--- src/rtl/apb_requester_if.sv ---
// Bus bundle for apb_requester: core-side command/response handshakes plus the APB completer-facing signals.
// The master modport is the requester's view; the slave modport is the view of whatever surrounds it.
interface apb_requester_if #(
    parameter int ADDR_W = 32,
    parameter int DATA_W = 32
);
    localparam int STRB_W = DATA_W / 8;

    // command channel
    logic              cmd_valid;
    logic              cmd_ready;
    logic [ADDR_W-1:0] cmd_addr;
    logic              cmd_write;
    logic [DATA_W-1:0] cmd_wdata;
    logic [STRB_W-1:0] cmd_strobe;

    // response channel
    logic              rsp_valid;
    logic              rsp_ready;
    logic [DATA_W-1:0] rsp_rdata;
    logic              rsp_err;

    // APB
    logic [ADDR_W-1:0] Paddr;
    logic              Psel;
    logic              Penable;
    logic              Pwrite;
    logic [DATA_W-1:0] Pwdata;
    logic [STRB_W-1:0] strobe;
    logic [DATA_W-1:0] Prdata;
    logic              Pready;

    modport master (
        input  cmd_valid, cmd_addr, cmd_write, cmd_wdata, cmd_strobe,
        input  rsp_ready, Prdata, Pready,
        output cmd_ready, rsp_valid, rsp_rdata, rsp_err,
        output Paddr, Psel, Penable, Pwrite, Pwdata, strobe
    );

    modport slave (
        output cmd_valid, cmd_addr, cmd_write, cmd_wdata, cmd_strobe,
        output rsp_ready, Prdata, Pready,
        input  cmd_ready, rsp_valid, rsp_rdata, rsp_err,
        input  Paddr, Psel, Penable, Pwrite, Pwdata, strobe
    );
endinterface

--- src/rtl/apb_requester.sv ---
// Single-outstanding APB requester: takes one command, runs SETUP/ACCESS, and returns data/status on the
// response channel. A wait-state watchdog aborts an ACCESS phase that a completer never finishes.
module apb_requester #(
    parameter int ADDR_W  = 32,
    parameter int DATA_W  = 32,
    parameter int TIMEOUT = 16,
    parameter int TO_W    = 8
) (
    input  logic           clock,
    input  logic           reset,
    apb_requester_if.master bus
);
    localparam int STRB_W = DATA_W / 8;
    // The watchdog fires on the TIMEOUT-th low-Pready ACCESS cycle, when the counter still shows TIMEOUT-1.
    localparam logic [TO_W-1:0] TO_LAST = TO_W'((TIMEOUT > 0) ? TIMEOUT - 1 : 0);
    localparam bit WDOG_EN = (TIMEOUT != 0);

    typedef enum logic [1:0] {IDLE, SETUP, ACCESS, RESP} state_t;

    typedef struct packed {
        logic [ADDR_W-1:0] addr;
        logic              write;
        logic [DATA_W-1:0] wdata;
        logic [STRB_W-1:0] strobe;
        logic              sel;
        logic              enable;
    } apb_t;

    typedef struct packed {
        logic              valid;
        logic [DATA_W-1:0] rdata;
        logic              err;
    } rsp_t;

    state_t            state, state_nxt;
    apb_t              apb, apb_nxt;
    rsp_t              rsp, rsp_nxt;
    logic              cmd_ready, cmd_ready_nxt;
    logic [TO_W-1:0]   wdog, wdog_nxt;

    always_ff @(posedge clock) begin
        if (reset) begin
            state     <= IDLE;
            apb       <= '0;
            rsp       <= '0;
            cmd_ready <= 1'b1;
            wdog      <= '0;
        end else begin
            state     <= state_nxt;
            apb       <= apb_nxt;
            rsp       <= rsp_nxt;
            cmd_ready <= cmd_ready_nxt;
            wdog      <= wdog_nxt;
        end
    end

    always_comb begin
        state_nxt     = state;
        apb_nxt       = apb;
        rsp_nxt       = rsp;
        cmd_ready_nxt = cmd_ready;
        wdog_nxt      = wdog;

        case (state)
            IDLE: begin
                if (bus.cmd_valid) begin
                    state_nxt      = SETUP;
                    cmd_ready_nxt  = 1'b0;
                    apb_nxt.addr   = bus.cmd_addr;
                    apb_nxt.write  = bus.cmd_write;
                    // reads drive zero data and strobes on the bus
                    apb_nxt.wdata  = bus.cmd_write ? bus.cmd_wdata  : '0;
                    apb_nxt.strobe = bus.cmd_write ? bus.cmd_strobe : '0;
                    apb_nxt.sel    = 1'b1;
                    apb_nxt.enable = 1'b0;
                end
            end

            SETUP: begin
                state_nxt      = ACCESS;
                apb_nxt.enable = 1'b1;
            end

            ACCESS: begin
                if (bus.Pready) begin
                    state_nxt      = RESP;
                    apb_nxt.sel    = 1'b0;
                    apb_nxt.enable = 1'b0;
                    rsp_nxt.valid  = 1'b1;
                    rsp_nxt.rdata  = apb.write ? '0 : bus.Prdata;
                    rsp_nxt.err    = 1'b0;
                    wdog_nxt       = '0;
                end else if (WDOG_EN && (wdog == TO_LAST)) begin
                    state_nxt      = RESP;
                    apb_nxt.sel    = 1'b0;
                    apb_nxt.enable = 1'b0;
                    rsp_nxt.valid  = 1'b1;
                    rsp_nxt.rdata  = '0;
                    rsp_nxt.err    = 1'b1;
                    wdog_nxt       = '0;
                end else begin
                    wdog_nxt = wdog + 1'b1;
                end
            end

            RESP: begin
                if (bus.rsp_ready) begin
                    state_nxt     = IDLE;
                    rsp_nxt.valid = 1'b0;
                    cmd_ready_nxt = 1'b1;
                end
            end

            default: begin
                state_nxt     = IDLE;
                cmd_ready_nxt = 1'b1;
            end
        endcase
    end

    assign bus.cmd_ready = cmd_ready;
    assign bus.rsp_valid = rsp.valid;
    assign bus.rsp_rdata = rsp.rdata;
    assign bus.rsp_err   = rsp.err;
    assign bus.Paddr     = apb.addr;
    assign bus.Psel      = apb.sel;
    assign bus.Penable   = apb.enable;
    assign bus.Pwrite    = apb.write;
    assign bus.Pwdata    = apb.wdata;
    assign bus.strobe    = apb.strobe;
endmodule
--- src/flat_wrapper.sv ---
// flat-port wrapper written by rule: the top's interface ports become plain ports
module apb_requester_flat 
#(
    parameter int ADDR_W  = 32,
    parameter int DATA_W  = 32,
    parameter int TIMEOUT = 16,
    parameter int TO_W    = 8
)
  (clock, reset, bus_cmd_valid, bus_cmd_addr, bus_cmd_write, bus_cmd_wdata, bus_cmd_strobe, bus_rsp_ready, bus_Prdata, bus_Pready, bus_cmd_ready, bus_rsp_valid, bus_rsp_rdata, bus_rsp_err, bus_Paddr, bus_Psel, bus_Penable, bus_Pwrite, bus_Pwdata, bus_strobe);
  apb_requester_if #(.ADDR_W(ADDR_W), .DATA_W(DATA_W)) bus_i ();
  input  logic clock;
  input  logic reset;
  input wire logic [$bits(bus_i.cmd_valid)-1:0] bus_cmd_valid;
  input wire logic [$bits(bus_i.cmd_addr)-1:0] bus_cmd_addr;
  input wire logic [$bits(bus_i.cmd_write)-1:0] bus_cmd_write;
  input wire logic [$bits(bus_i.cmd_wdata)-1:0] bus_cmd_wdata;
  input wire logic [$bits(bus_i.cmd_strobe)-1:0] bus_cmd_strobe;
  input wire logic [$bits(bus_i.rsp_ready)-1:0] bus_rsp_ready;
  input wire logic [$bits(bus_i.Prdata)-1:0] bus_Prdata;
  input wire logic [$bits(bus_i.Pready)-1:0] bus_Pready;
  output wire logic [$bits(bus_i.cmd_ready)-1:0] bus_cmd_ready;
  output wire logic [$bits(bus_i.rsp_valid)-1:0] bus_rsp_valid;
  output wire logic [$bits(bus_i.rsp_rdata)-1:0] bus_rsp_rdata;
  output wire logic [$bits(bus_i.rsp_err)-1:0] bus_rsp_err;
  output wire logic [$bits(bus_i.Paddr)-1:0] bus_Paddr;
  output wire logic [$bits(bus_i.Psel)-1:0] bus_Psel;
  output wire logic [$bits(bus_i.Penable)-1:0] bus_Penable;
  output wire logic [$bits(bus_i.Pwrite)-1:0] bus_Pwrite;
  output wire logic [$bits(bus_i.Pwdata)-1:0] bus_Pwdata;
  output wire logic [$bits(bus_i.strobe)-1:0] bus_strobe;
  assign bus_i.cmd_valid = bus_cmd_valid;
  assign bus_i.cmd_addr = bus_cmd_addr;
  assign bus_i.cmd_write = bus_cmd_write;
  assign bus_i.cmd_wdata = bus_cmd_wdata;
  assign bus_i.cmd_strobe = bus_cmd_strobe;
  assign bus_i.rsp_ready = bus_rsp_ready;
  assign bus_i.Prdata = bus_Prdata;
  assign bus_i.Pready = bus_Pready;
  assign bus_cmd_ready = bus_i.cmd_ready;
  assign bus_rsp_valid = bus_i.rsp_valid;
  assign bus_rsp_rdata = bus_i.rsp_rdata;
  assign bus_rsp_err = bus_i.rsp_err;
  assign bus_Paddr = bus_i.Paddr;
  assign bus_Psel = bus_i.Psel;
  assign bus_Penable = bus_i.Penable;
  assign bus_Pwrite = bus_i.Pwrite;
  assign bus_Pwdata = bus_i.Pwdata;
  assign bus_strobe = bus_i.strobe;
  apb_requester #(.ADDR_W(ADDR_W), .DATA_W(DATA_W), .TIMEOUT(TIMEOUT), .TO_W(TO_W)) u_core (.clock(clock), .reset(reset), .bus(bus_i));
endmodule
--- config.mk ---
export PLATFORM = sky130hd
export DESIGN_NAME = apb_requester_flat
export DESIGN_NICKNAME = d
export VERILOG_FILES = /design/src/rtl/apb_requester_if.sv /design/src/rtl/apb_requester.sv /design/src/flat_wrapper.sv
export SDC_FILE = /design/constraint.sdc
export NUM_CORES = 1
export LEC_CHECK = 0
export ABC_AREA = 0
export CORE_UTILIZATION = 36
export CTS_CLUSTER_SIZE = 10
export DETAILED_ROUTE_END_ITERATION = 6
export PLACE_DENSITY_LB_ADDON = 0.05
export SETUP_SLACK_MARGIN = 0.05
export SKIP_LAST_GASP = 1
export SLEW_MARGIN = 20
export SYNTH_ARGS = -nofsm -noshare
export SYNTH_HDL_FRONTEND = slang
export SYNTH_SLANG_ARGS = --single-unit
--- constraint.sdc ---
create_clock -name clock -period 1.58 [get_ports clock]
set_clock_uncertainty 0.15 [all_clocks]
set_input_delay 0.237 -clock clock [delete_from_list [all_inputs] [get_ports clock]]
set_output_delay 0.237 -clock clock [all_outputs]
set_load 0.005 [all_outputs]
After elaboration in Yosys (flattened, before gate mapping) --
Index checks and enable logic that the tools add are counted.
Operators by class: muxes and demuxes 22, equality and inequality tests 7, reduce and logical (&&, ||, !) cells 13, $add $sub $neg 1
Operator list (count):
- 2-to-1 mux 34 bit | 2
- 2-to-1 mux 32 bit | 2
- 2-to-1 mux 8 bit | 2
- AND reduction 3 bit | 5
- 2-to-1 mux 2 bit | 7
- adder 8 x 1 -> 8 bit (second input constant) | 1
- equality test 8 x 4 -> 1 bit (second input constant) | 1
- case mux 2 bit (4 select lines) | 1
- nonzero test 2 bit | 4
- case mux 1 bit (2 select lines) | 3
- equality test 2 bit (second input constant) | 2
- 2-to-1 mux 4 bit | 1
- != test 2 bit (second input constant) | 2
- AND reduction 2 bit | 2
- 2-to-1 mux 1 bit | 3
- != test 3 x 2 -> 1 bit (second input constant) | 1
- case mux 1 bit (3 select lines) | 1
- nonzero test 3 bit | 1
- equality test 2 x 1 -> 1 bit (second input constant) | 1
- zero test 2 bit | 1
Word-level totals: output and inout bits 106, word-level logic and storage cells 55, register bits 116, input bits 106

Depth between registers and ports, before layout --
word-level depth 4, depth in mapped cells 7, gate-level depth less buffers 6

Worst setup path after synthesis --
Ideal clock, no wire load.
path kind register to register, from reg u_core.wdog[0], to reg u_core.rsp (netlist bit u_core.bus.rsp_rdata[10]), arrival 1.499 ns, setup time 0.060 ns, path slack -0.128 ns, path buffers 2, clock period less this slack 1.708 ns, required time 1.370 ns, cell stages (with the launch flop) 8, cell sequence dfxtp_1 > ha_1 > and3_1 > buf_2 > a21o_2 > a21oi_4 > buf_6 > a22o_1
Between the ends: word-level cells in the longest chain between the ends 3
Ends and longest elaborated chain:
- from (decl) | RTL line apb_requester.sv:39 | logic [TO_W-1:0] wdog, wdog_nxt;
- from (signal assigned) | RTL line apb_requester.sv:53 | wdog <= wdog_nxt;
- equality test 8 x 4 -> 1 bit | RTL line apb_requester.sv:93 | end else if (WDOG_EN && (wdog == TO_LAST)) begin
- nonzero test 2 bit (no line)
- AND reduction 2 bit (no line)
- to (signal assigned) | RTL line apb_requester.sv:51 | rsp <= rsp_nxt;
- to (decl) | RTL line apb_requester.sv:37 | rsp_t rsp, rsp_nxt;
Every way passes these cells. A chain may end at the register's enable or synchronous reset.

Worst setup path after layout --
from reg u_core.wdog[7], to reg u_core.rsp (netlist bit u_core.bus.rsp_rdata[23])
The elaborated chain is that of the path after synthesis.

==> flow_metrics.tcl <==
set metrics [dict create \
    vias 4152 \
    synth_most_common_cell "dfxtp_1" \
    post_drt_wl_per_cell_um 15.5 \
    drt-total-wl_mm 13.2 \
    grtUsageTotal_pct 21.0 \
    grt_max_degree 47 \
    avgSynthCellArea_um2 8.90 \
    fmax_mhz 610 \
    syn-num-nets 578 \
    top_level_ports 212 \
    dr_wl_met2_mm 6.51 \
    core_um2 11000 \
    syn_area_um2 4150 \
    die_area_um2 12000 \
    gp_congestion 0.750 \
    ys_top_cells_by_count "dfxtp_1, nand2_1, a21oi_1" \
    post-route-cell-area_um2 7610 \
    yosysTopAreaCell "dfxtp_1" \
    rsz0062_at_grt "yes" \
    dieHeight_um 109 \
    num_rows 38 \
    status "finished with violations" \
    drv_cap 0 \
    cts_root_buf "clkbuf_16" \
    ant_nets 0 \
    final-instance-count-excl-fill 856 \
    p_leak_nw 3.37 \
    cts_buffers 17 \
    hold_viol 0 \
    ir_drop_mv 0.961 \
    dpl_cell_area_um2 6580 \
    end_kind "flop" \
    drt-vias-per-instance 4.85 \
    critPathMaxFanout 32 \
    worst_ep_required_time_ps 1720 \
    clkTransAtPathRegs_ps 50 \
    wl_met1_mm 5.21 \
    drc 0 \
    dp_cells 806 \
    violations "setup timing" \
    top_layer "met4" \
    synth_edf_count 0 \
    power_density_nw_per_um2 1370 \
    drt_iter0_markers 130 \
    synthCells 466 \
    setup_slack_ps -58.9 \
    initial_utilization_pct 37.6 \
    port_buffers 211 \
    cp-start-kind "flop" \
    r2r-start "u_core.wdog[7]" \
    fin_crit_ps 1640 \
    hpwl_mm 8.26 \
    setup_viol_count_final 32 \
    synthTopCellsByArea "dfxtp_1, nand2_1, a21oi_1" \
    worstPathArrival_ps 1780 \
    synth_seq_cells 116 \
    nets 818 \
    overflow 0 \
    htree_levels 4 \
    ff2ff_path_depth 6 \
    clock_latency_ps 410 \
    fp.dieW_um 109 \
    crit_type "reg2reg" \
    yosys.area.top_type_share_pct 56.0 \
    drive_gt1_share_pct 20.5 \
    grt_pass1_wl_mm 19.1 \
    cts_tree "built" \
    met3WireLength_mm 1.40 \
    finalMaxSlewViolations 0 \
    fin_crit_sh_pct 104 \
    slew_headroom_pct 60.6 \
    yosysWarnings 0 \
    startpoint "u_core.wdog[7]" \
    crit_path_end "u_core.bus.rsp_rdata[23]" \
    cts_buffer_depth 2 \
    rrSetupSlack_ps -60 \
    worstReg2RegEnd "u_core.bus.rsp_rdata[23]" \
    diodes 0 \
    synth_cell_types 32 \
    hp-class "in2reg" \
    worst_pin_slew_ps 591 \
    antenna_found_initial 0 \
    synthArstFlopShare_pct 0 \
    first_pass_iters 5 \
    seq_area_frac_synth_pct 56.0 \
    cts_sinks 116 \
    synthFlopType "dfxtp_1" \
    grt_pass1_vias 3942 \
    syn2layout_area_growth_pct 83.5 \
]
layout by cell type, fill, tap and decap left out, drive strengths merged:
cell,instances
nand2b,1
xnor2,2
ha,6
a22o,32
and3,1
nor2b,2
o41ai,1
or3,3
nand2,114
dfxtp,116
nor3b,1
dlygate4sd2,106
a211oi,1
o211a,1
a21oi,78
nor2,9
nand3,37
clkinv,5
and2,1
buf,41
o311ai,1
dlygate4sd3,1
mux2i,1
clkbuf,29
clkdlybuf4s50,104
nor3,3
a21o,1
nor4,1
xor2,3
nand4,2
a31oi,2
o21ai,5
inv,5
cells by family after synthesis:
family / share of synthesized area, %
XOR/XNOR: 1.06
AO/OA/AOI/OAI: 18.4
buffers and inverters: 4.37
flip-flops: 56.0
adder cells (fa/ha/maj): 1.81
multiplexers: 0.241
AND/OR/NAND/NOR: 18.2
area by class of cell:
class	count	area, um^2
inverters	5	23.8
repair buffers	257	2580
well taps	140	175
multi-input cells	309	1970
clock buffers	24	512
clock inverters	5	25.0
fillers	895	3420
flip-flops and latches	116	2330
critical path, stage by stage, from the launching register on:
cell	delay, ps
dfxtp_2	330
nor4_4	260
buf_4	180
a21o_4	130
a21oi_4	50
buf_12	160
a22o_1	250
through the flow:
step                worst slack, ps  hold slack, ps  TNS [ps]  util (%)  power [mW]
floorplan                     -46.8             187     -1410         -        4.76
global placement               -182             287     -5710      59.7        6.19
detailed placement             -226             292     -8190      59.7        6.25
CTS                           -46.1             124      -818      64.4        9.63
global route                   -115             177     -3640      69.0        11.0
finish                        -58.9             161     -1150      69.0        10.4
how the worst min path moves through the flow:
stage | startpoint | to | slack, ps | cells after the start
3_5_place_dp | u_core.bus.Pwdata[15] | u_core.bus.Pwdata[15] | 290 | 2
4_1_cts | reset | u_core.bus.cmd_ready | 120 | 3
6_report | reset | u_core.bus.cmd_ready | 160 | 3
3_3_place_gp | u_core.bus.Pwdata[25] | u_core.bus.Pwdata[25] | 290 | 2
5_1_grt | reset | u_core.bus.cmd_ready | 180 | 3
2_1_floorplan | bus_Pready | u_core.bus.rsp_err | 190 | 1
sequential cells by signal, summed over array words and instances, names as in the netlist:
register	flops
u_core.bus.Penable	1
u_core.bus.Psel	1
u_core.bus.Pwrite	1
u_core.state	2
u_core.bus.rsp_err	1
u_core.bus.Paddr	32
u_core.bus.strobe	4
u_core.wdog	8
u_core.bus.rsp_rdata	32
u_core.bus.Pwdata	32
u_core.bus.rsp_valid	1
u_core.bus.cmd_ready	1
repair_timing:
action,4_1_cts,5_1_grt
hold buffers,1,0
endpoints found under the hold margin,3,0
buffers inserted,4,7
resized for setup,120,69
endpoints found under the setup margin,182,113
cloned,1,8
pin swaps,6,36
layer usage:
layer,up-vias,global-route usage (%)
met3,13,10.8
met5,-,0
li1,2078,-
met4,0,9.14
met2,145,33.8
met1,1916,23.3
power by group:
group | internal (mW) | switching [mW]
Combinational | 1.83 | 1.59
Clock | 2.21 | 1.23
Sequential | 3.33 | 0.211
Total | 7.37 | 3.03
No activity file was read; power rests on OpenSTA's default activity.
